===== src/rtl/mem_port_arbiter.sv =====
// Round-robin arbiter sharing one registered-read memory port
// between instruction fetch and data access.
module mem_port_arbiter #(
  parameter int DATA_WIDTH = 32,
  parameter int ADDR_WIDTH = 32
) (
  input  logic                  clk,
  input  logic                  rst_n,
  input  logic                  if_req,
  input  logic [ADDR_WIDTH-1:0] if_addr,
  output logic                  if_ack,
  output logic [DATA_WIDTH-1:0] if_rdata,
  input  logic                  d_req,
  input  logic                  d_we,
  input  logic [ADDR_WIDTH-1:0] d_addr,
  input  logic [DATA_WIDTH-1:0] d_wd,
  output logic                  d_ack,
  output logic [DATA_WIDTH-1:0] d_rdata,
  output logic                  mem_en,
  output logic                  mem_we,
  output logic [ADDR_WIDTH-1:0] mem_addr,
  output logic [DATA_WIDTH-1:0] mem_wd,
  input  logic [DATA_WIDTH-1:0] mem_rd,
  output logic                  busy,
  output logic                  grant
);

  localparam logic [1:0] IDLE  = 2'd0;
  localparam logic [1:0] ISSUE = 2'd1;
  localparam logic [1:0] RESP  = 2'd2;

  logic [1:0]            state;
  logic                  last_grant;
  logic                  tx_we;
  logic                  pick_d;
  logic                  resp;
  logic [DATA_WIDTH-1:0] if_rdata_q;
  logic [DATA_WIDTH-1:0] d_rdata_q;

  // Data wins when alone, or on conflict when fetch was served last.
  always_comb begin
    pick_d = d_req & (~if_req | ~last_grant);
  end

  // Sequencer: latch winner in IDLE, strobe memory, then respond.
  always_ff @(posedge clk or negedge rst_n) begin
    if (!rst_n) begin
      state      <= IDLE;
      last_grant <= 1'b0;
      tx_we      <= 1'b0;
      mem_en     <= 1'b0;
      mem_we     <= 1'b0;
      mem_addr   <= '0;
      mem_wd     <= '0;
      if_rdata_q <= '0;
      d_rdata_q  <= '0;
    end else begin
      unique case (state)
        IDLE: begin
          if (if_req | d_req) begin
            state      <= ISSUE;
            last_grant <= pick_d;
            mem_en     <= 1'b1;
            mem_we     <= pick_d & d_we;
            tx_we      <= pick_d & d_we;
            mem_addr   <= pick_d ? d_addr : if_addr;
            if (pick_d) mem_wd <= d_wd;
          end
        end
        ISSUE: begin
          state  <= RESP;
          mem_en <= 1'b0;
          mem_we <= 1'b0;
        end
        RESP: begin
          state <= IDLE;
          if (!last_grant) if_rdata_q <= mem_rd;
          else if (!tx_we) d_rdata_q <= mem_rd;
        end
        default: begin
          state  <= IDLE;
          mem_en <= 1'b0;
          mem_we <= 1'b0;
        end
      endcase
    end
  end

  // Acks and read data: live memory data in RESP, held value otherwise.
  always_comb begin
    resp     = (state == RESP);
    busy     = (state != IDLE);
    grant    = last_grant;
    if_ack   = resp & ~last_grant;
    d_ack    = resp & last_grant;
    if_rdata = if_ack ? mem_rd : if_rdata_q;
    d_rdata  = (d_ack & ~tx_we) ? mem_rd : d_rdata_q;
  end

endmodule


===== config.mk =====
export PLATFORM = sky130hd
export DESIGN_NAME = mem_port_arbiter
export DESIGN_NICKNAME = d
export VERILOG_FILES = /design/src/rtl/mem_port_arbiter.sv
export SDC_FILE = /design/constraint.sdc
export NUM_CORES = 1
export LEC_CHECK = 0
export ABC_AREA = 1
export CAP_MARGIN = 20
export CORE_MARGIN = 3
export CORE_UTILIZATION = 42
export CTS_CLUSTER_DIAMETER = 150
export DETAILED_ROUTE_END_ITERATION = 8
export PLACE_DENSITY = 0.88
export SLEW_MARGIN = 20
export SYNTH_ARGS = -nofsm -noshare
export SYNTH_HDL_FRONTEND = slang
export SYNTH_SLANG_ARGS = --single-unit

===== constraint.sdc =====
create_clock -name clk -period 1.6 [get_ports clk]
set_input_delay 0.24 -clock clk [delete_from_list [all_inputs] [get_ports clk]]
set_output_delay 0.24 -clock clk [all_outputs]
set_load 0.01 [all_outputs]

==> metrics.txt, run 1 <==
VDD IR max=about 1000 µV; Die Wd=around 130 µm; Hold Fails Final Rpt=0; RSZ-0062 raised after global routing=yes; Worst-Skew Late Latency=0.43 ns; vias per cell=around 5.5; failing checks=negative setup slack; Mapped Avg Cell Area=between 8 and 9 µm²; Pins Over Slew Limit=0; Synthesis Warnings=0; Clock Skews=0.0129 ns; CTS root buf=clkbuf_16; die height=between 100 and 150 µm; CTS Sinks=134; Syn-to-layout area delta=96.2%; routed length per instance=22.0 µm; # IOs=267; vias in the first global route=about 7200; outcome=finished, violations left; R2R Setup Slk=-0.27 ns; Synth top area share=55.9%; number of port buffers=266; Least-Margin Pin Slew=between 0.3 and 0.4 ns; final worst setup slack=-0.494 ns; final worst-path cycle share=131%; FF-to-FF Start=state[0]; Mapped Area=around 6000 µm²; HPWL reported at the end of detailed placement=14300 µm; Cell variety after synth=18; die area=roughly 16000 µm²; Syn Nets=880; minimum clock period=approximately 2.1 ns; CP Capture Type=output port; f_max=roughly 480 MHz; Total Routing Usage GR=between 30% and 40%; via count=7382; Critical Path RT=1.36 ns; leakage=approximately 6.5 nW; Setup crit start kind=register; layout cells sized above 1=35.3%; DR DRC count=0; power per cell area=roughly 2100 nW/µm²; Routed Wire Length=between 20000 and 30000 µm; clk buf depth=2; routability congestion estimate=between 0.8 and 0.9; initial DRC count=765; total CTS buffers=17; crit path max fanout=9; Initial DRT Pass Iterations=7; Synth Instances=747; Site Rows=43; Starting Density=between 40% and 50%; H-tree levels=4; global-route wire length before repair=38900 µm; Core ar.=between 10000 and 15000 µm²; Layout Nets=1293; initial antenna violation count=0; largest area contributor in the netlist=dfrtp_1; Yosys reg bits=roughly 130; Arrival @ worst endpoint=1.85 ns; Fin Setup TNS=-27.75 ns; top cells by area, synth=dfrtp_1 (56%), nand2_1 (22%), nand3_1 (11%), inv_1 (4.2%), buf_4 (1.5%); Max-Cap Viols=0; sequential-to-total area share from yosys stat=roughly 56%; Overflow after GRT=0; Tightest Hold Check Type=input port to asynchronous set/reset pin; count of final setup violators=81; largest net degree at the start of global routing=45; Final ANT Viol Nets=0; Worst Reg-to-Reg Cells=13; WHS=about 0.34 ns; Reg clk slew, reported paths=0.07 ns; antenna cells=0; Reg-to-Reg End=if_rdata_q[31]; WS Path Type=register to output port; Slew HR=between 70% and 80%; TritonCTS clock tree=yes
==> through the flow <==
step / total power [mW] / std cells / setup slack (ns) / area (µm²) / util (%)
floorplan: 9.99 / 747 / 0.223 / 6000 / -
global placement: 16.2 / 1244 / -0.288 / 9520 / 68.3
detailed placement: 16.6 / 1244 / -0.346 / 9520 / 68.3
CTS: 22.3 / 1340 / -0.391 / 11000 / 79.1
global route: 26.0 / 1353 / -0.532 / 11800 / 84.5
finish: 25.0 / 1353 / -0.494 / 11800 / 84.5
==> layout make-up <==
cell class	instances	area [µm²]
Clock buffer	24	472
Clock inverter	8	75.1
Fill cell	648	2150
Inverter	72	290
Multi-Input combinational cell	502	2930
Sequential cell	134	3350
Tap cell	180	225
Timing Repair Buffer	433	4440
==> cell usage after synthesis (all sizes together) <==
cell type  count
dfrtp        134
o21ai          1
nand3        129
inv           72
nand2        366
buf           34
clkbuf         6
nor2           5
==> cells by family after synthesis <==
family | count (synthesis) | synth area share, %
AOI/OAI and AO/OA | 1 | 0.0833
buffers and inverters | 112 | 8.84
DFF | 134 | 55.9
and+or+nand+nor | 500 | 35.2
==> cells in the final DEF, fill, tap and decap left out, types with 19 or more instances in the layout <==
cell type	n
buf_6	87
clkbuf_16	21
dlymetal6s2s_1	36
nand2_4	63
dfrtp_1	134
nand3_1	103
nand2_1	252
clkdlybuf4s50_1	154
buf_2	19
buf_4	104
inv_1	65
nand2_2	46
nand3_2	21
==> registers in the layout, summed over array words and instances, names as in the netlist <==
name,count
mem_en,1
mem_addr,32
if_rdata_q,32
d_rdata_q,32
tx_we,1
state,2
mem_wd,32
grant,1
mem_we,1
==> worst max path at each step <==
stage                   from  cells past startpoint            to
finish              state[0]                      8   d_rdata[13]
global route        state[0]                      8   d_rdata[18]
CTS                 state[0]                      9   d_rdata[23]
detailed placement     grant                      7  if_rdata[23]
global placement    state[0]                      7   d_rdata[24]
floorplan              grant                      6  if_rdata[22]
==> timing repair <==
item                                    in CTS  in global routing
buffers inserted                            59                 43
gates resized for setup                    473                174
cloned                                       5                  5
hold endpoints to repair                    25                  0
pin swaps                                   30                 36
hold buffers                                 1                  0
endpoints found under the setup margin      75                112
==> where the power goes <==
part	switching, mW	total (mW)	internal (mW)	leakage [nW]
clock network	1.53	3.74	2.21	0.256
registers	1.11	6.18	5.06	1.65
logic	7.56	15.1	7.57	4.60
==> critical path: stages, from the launching register on <==
cell,delay [ns]
dfrtp_1,0.41
inv_2,0.10
nand2_4,0.10
nor2_8,0.15
nand2_4,0.13
buf_12,0.17
nand2_1,0.15
nand2_2,0.08
buf_6,0.13
==> layer usage <==
| layer | track usage, % | part of all wire, % |
|---|---|---|
| met1 | 34.2 | 34 |
| met2 | 53.9 | 47 |
| met3 | 11.1 | 11 |
| met4 | 18.8 | 7.3 |
| met5 | 0 | 0 |
Note: power is estimated with default switching activity, not from simulation.
==> run 2: changes to the inputs <==
--- a/config.mk
+++ b/config.mk
@@ -5,7 +5,6 @@
 export SDC_FILE = /design/constraint.sdc
 export NUM_CORES = 1
 export LEC_CHECK = 0
-export ABC_AREA = 1
 export CAP_MARGIN = 20
 export CORE_MARGIN = 3
 export CORE_UTILIZATION = 42
==> run 2 against run 1 <==
Effect of this change:
- the run still ends with negative setup slack left
- wire length fell by 25%
- area after synthesis hardly changed
- synthesized cell count down 41%
==> metrics.txt, run 2 <==
Final ANT Viol Nets=0; vias per cell=around 5.2; via count=5227; die height=around 130 µm; DR DRC count=0; Reg clk slew, reported paths=roughly 0.060 ns; f_max=~450 MHz; die area=~16000 µm²; CP Capture Type=output port; VDD IR max=901 µV; Starting Density=43.1%; Arrival @ worst endpoint=~2.0 ns; final worst-path cycle share=139%; Initial DRT Pass Iterations=5; routability congestion estimate=0.817; Pins Over Slew Limit=0; commonest non-fill, non-tap cell in the layout=clkdlybuf4s50_1; worst slack at placement=-0.515 ns; Overflow after GRT=0; Routed Wire Length=22300 µm; Layout Nets=about 940; Slew HR=a little over two thirds; top cells by area, synth=dfrtp_1 (56%), mux2_4 (15%), mux2_1 (6.6%), mux2_2 (6.0%), nand2_1 (4.0%); largest net degree at the start of global routing=46; Mapped Area=approximately 6000 µm²; final core occ=approximately four fifths; ys async rst share=100%; failing checks=negative setup slack; largest area contributor in the netlist=dfrtp_1; layout cells sized above 1=41.4%; ys flop type=dfrtp_1; Core ar.=roughly 14000 µm²; CTS root buf=clkbuf_16; Tightest Hold Check Type=input port to asynchronous set/reset pin; initial DRC count=approximately 340; WS Path Type=register to output port; Worst-Skew Late Latency=just over 0.4 ns; leakage=5.27 nW; synth cell count leaders=dfrtp_1 (134), nand2_1 (64), mux2_4 (60); initial antenna violation count=0; # IOs=approximately 270; global-route wire length before repair=31300 µm; Synth Instances=between 400 and 500; Synthesis Warnings=0; Critical Path RT=approximately 1.4 ns; Hold Fails Final Rpt=0; Least-Margin Pin Slew=approximately 0.45 ns; routed length per instance=approximately 22 µm; commonest non-fill, non-tap cells in the layout=clkdlybuf4s50_1 (160), dfrtp_1 (133), mux2_4 (116); H-tree levels=4; Max-Cap Viols=0; clk buf depth=2; CTS Sinks=134; R2R Setup Slk=-0.42 ns; Die Wd=126 µm; Syn Nets=approximately 580; RSZ-0062 raised after global routing=yes; vias in the first global route=approximately 5500; non-filler cells, final=approximately 1000; dpl cells=between 900 and 1000; Clock Skews=around 0.0085 ns; sequential-to-total area share from yosys stat=a little under three fifths; Cell variety after synth=26; HPWL reported at the end of detailed placement=around 13000 µm; Overall Power=23.6 mW; crit path max fanout=7; Total Routing Usage GR=25.8%; power per cell area=between 2000 and 2500 nW/µm²; most frequent cell after synthesis=dfrtp_1; Setup crit start kind=register; total CTS buffers=17; count of final setup violators=about 120; Synth top area share=about 56%; Post-synth EDFFs=0; number of port buffers=~270; Yosys reg bits=about 130; minimum clock period=around 2.2 ns; outcome=finished, violations left; antenna cells=0; TritonCTS clock tree=yes; Site Rows=43; Syn-to-layout area delta=84.6%; Mapped Avg Cell Area=~14 µm²; final worst setup slack=-0.620 ns; Worst Reg-to-Reg Cells=9
## run 2: cell type report
type                       instances  area (µm²)
timing repair buffer             379        4240
multi-input combinational        274        2650
clock buffer                      23         458
clock inverter                     9         149
fill                             697        2850
inverter                           4        15.0
tap                              180         225
sequential                       134        3350
## run 2: worst max-delay path: stages, from the launching register on
cell and delay, ns:
dfrtp_1 0.41, nor3_4 0.26, buf_6 0.18, buf_16 0.14, buf_6 0.12, mux2_4 0.32
buf_6 0.13
## run 2: cells by family after synthesis
logic type | share of synthesized area [%]
DFF | 55.8
buffers and inverters | 4.40
muxes | 27.6
AOI/OAI and AO/OA | 6.77
and+or+nand+nor | 5.44
## run 2: final timing paths
path	startpoint	to
max	state[0]	if_rdata[29]
min	rst_n	if_rdata_q[28]
max reg2reg	grant	d_rdata_q[10]
min reg2reg	mem_wd[28]	mem_wd[28]
max in group asynchronous	rst_n	mem_addr[20]
min in group clk	if_addr[0]	mem_addr[0]
## run 2: through the flow
stage	hold WS [ns]	cell area, µm²	TNS (ns)
floorplan	-0.0556	6010	-4.39
global placement	0.191	9050	-34.01
detailed placement	0.198	9050	-38.88
CTS	0.329	10600	-48.28
global route	0.359	11100	-50.50
finish	0.332	11100	-43.81
## run 2: routing by layer
| metal | part of all wire (%) | vias to the layer above | GRT usage (%) | wire length, µm |
|---|---|---|---|---|
| li1 | - | 2293 | - | - |
| met1 | 36 | 2601 | 29.4 | 8110 |
| met2 | 54 | 285 | 45.9 | 12000 |
| met3 | 7.0 | 48 | 7.18 | 1550 |
| met4 | 2.9 | 0 | 9.57 | 656 |
| met5 | 0 | - | 0 | 0 |
## run 2: repair_timing
action	4_1_cts	5_1_grt
hold buffers	1	0
endpoints found under the setup margin	114	181
endpoints found under the hold margin	40	0
pin swaps	3	1
setup buffers	36	32
gates resized for setup	427	103
gates cloned	8	4
## run 2: power by group
group | leakage (nW) | total, mW | internal, mW | switching, mW
Clock | 0.299 | 4.09 | 2.65 | 1.44
Combinational | 3.40 | 13.4 | 8.24 | 5.12
Sequential | 1.57 | 6.18 | 5.13 | 1.05
Total | 5.27 | 23.6 | 16.0 | 7.61
==> run 3: changes to the inputs <==
--- a/config.mk
+++ b/config.mk
@@ -5,13 +5,13 @@
 export SDC_FILE = /design/constraint.sdc
 export NUM_CORES = 1
 export LEC_CHECK = 0
+export ABC_CLOCK_PERIOD_IN_PS = 1600
 export CAP_MARGIN = 20
 export CORE_MARGIN = 3
 export CORE_UTILIZATION = 42
 export CTS_CLUSTER_DIAMETER = 150
 export DETAILED_ROUTE_END_ITERATION = 8
 export PLACE_DENSITY = 0.88
-export SLEW_MARGIN = 20
 export SYNTH_ARGS = -nofsm -noshare
 export SYNTH_HDL_FRONTEND = slang
 export SYNTH_SLANG_ARGS = --single-unit
==> results of run 3 <==
Same layout as run 2: the final DEF is identical, and so are final timing and power.
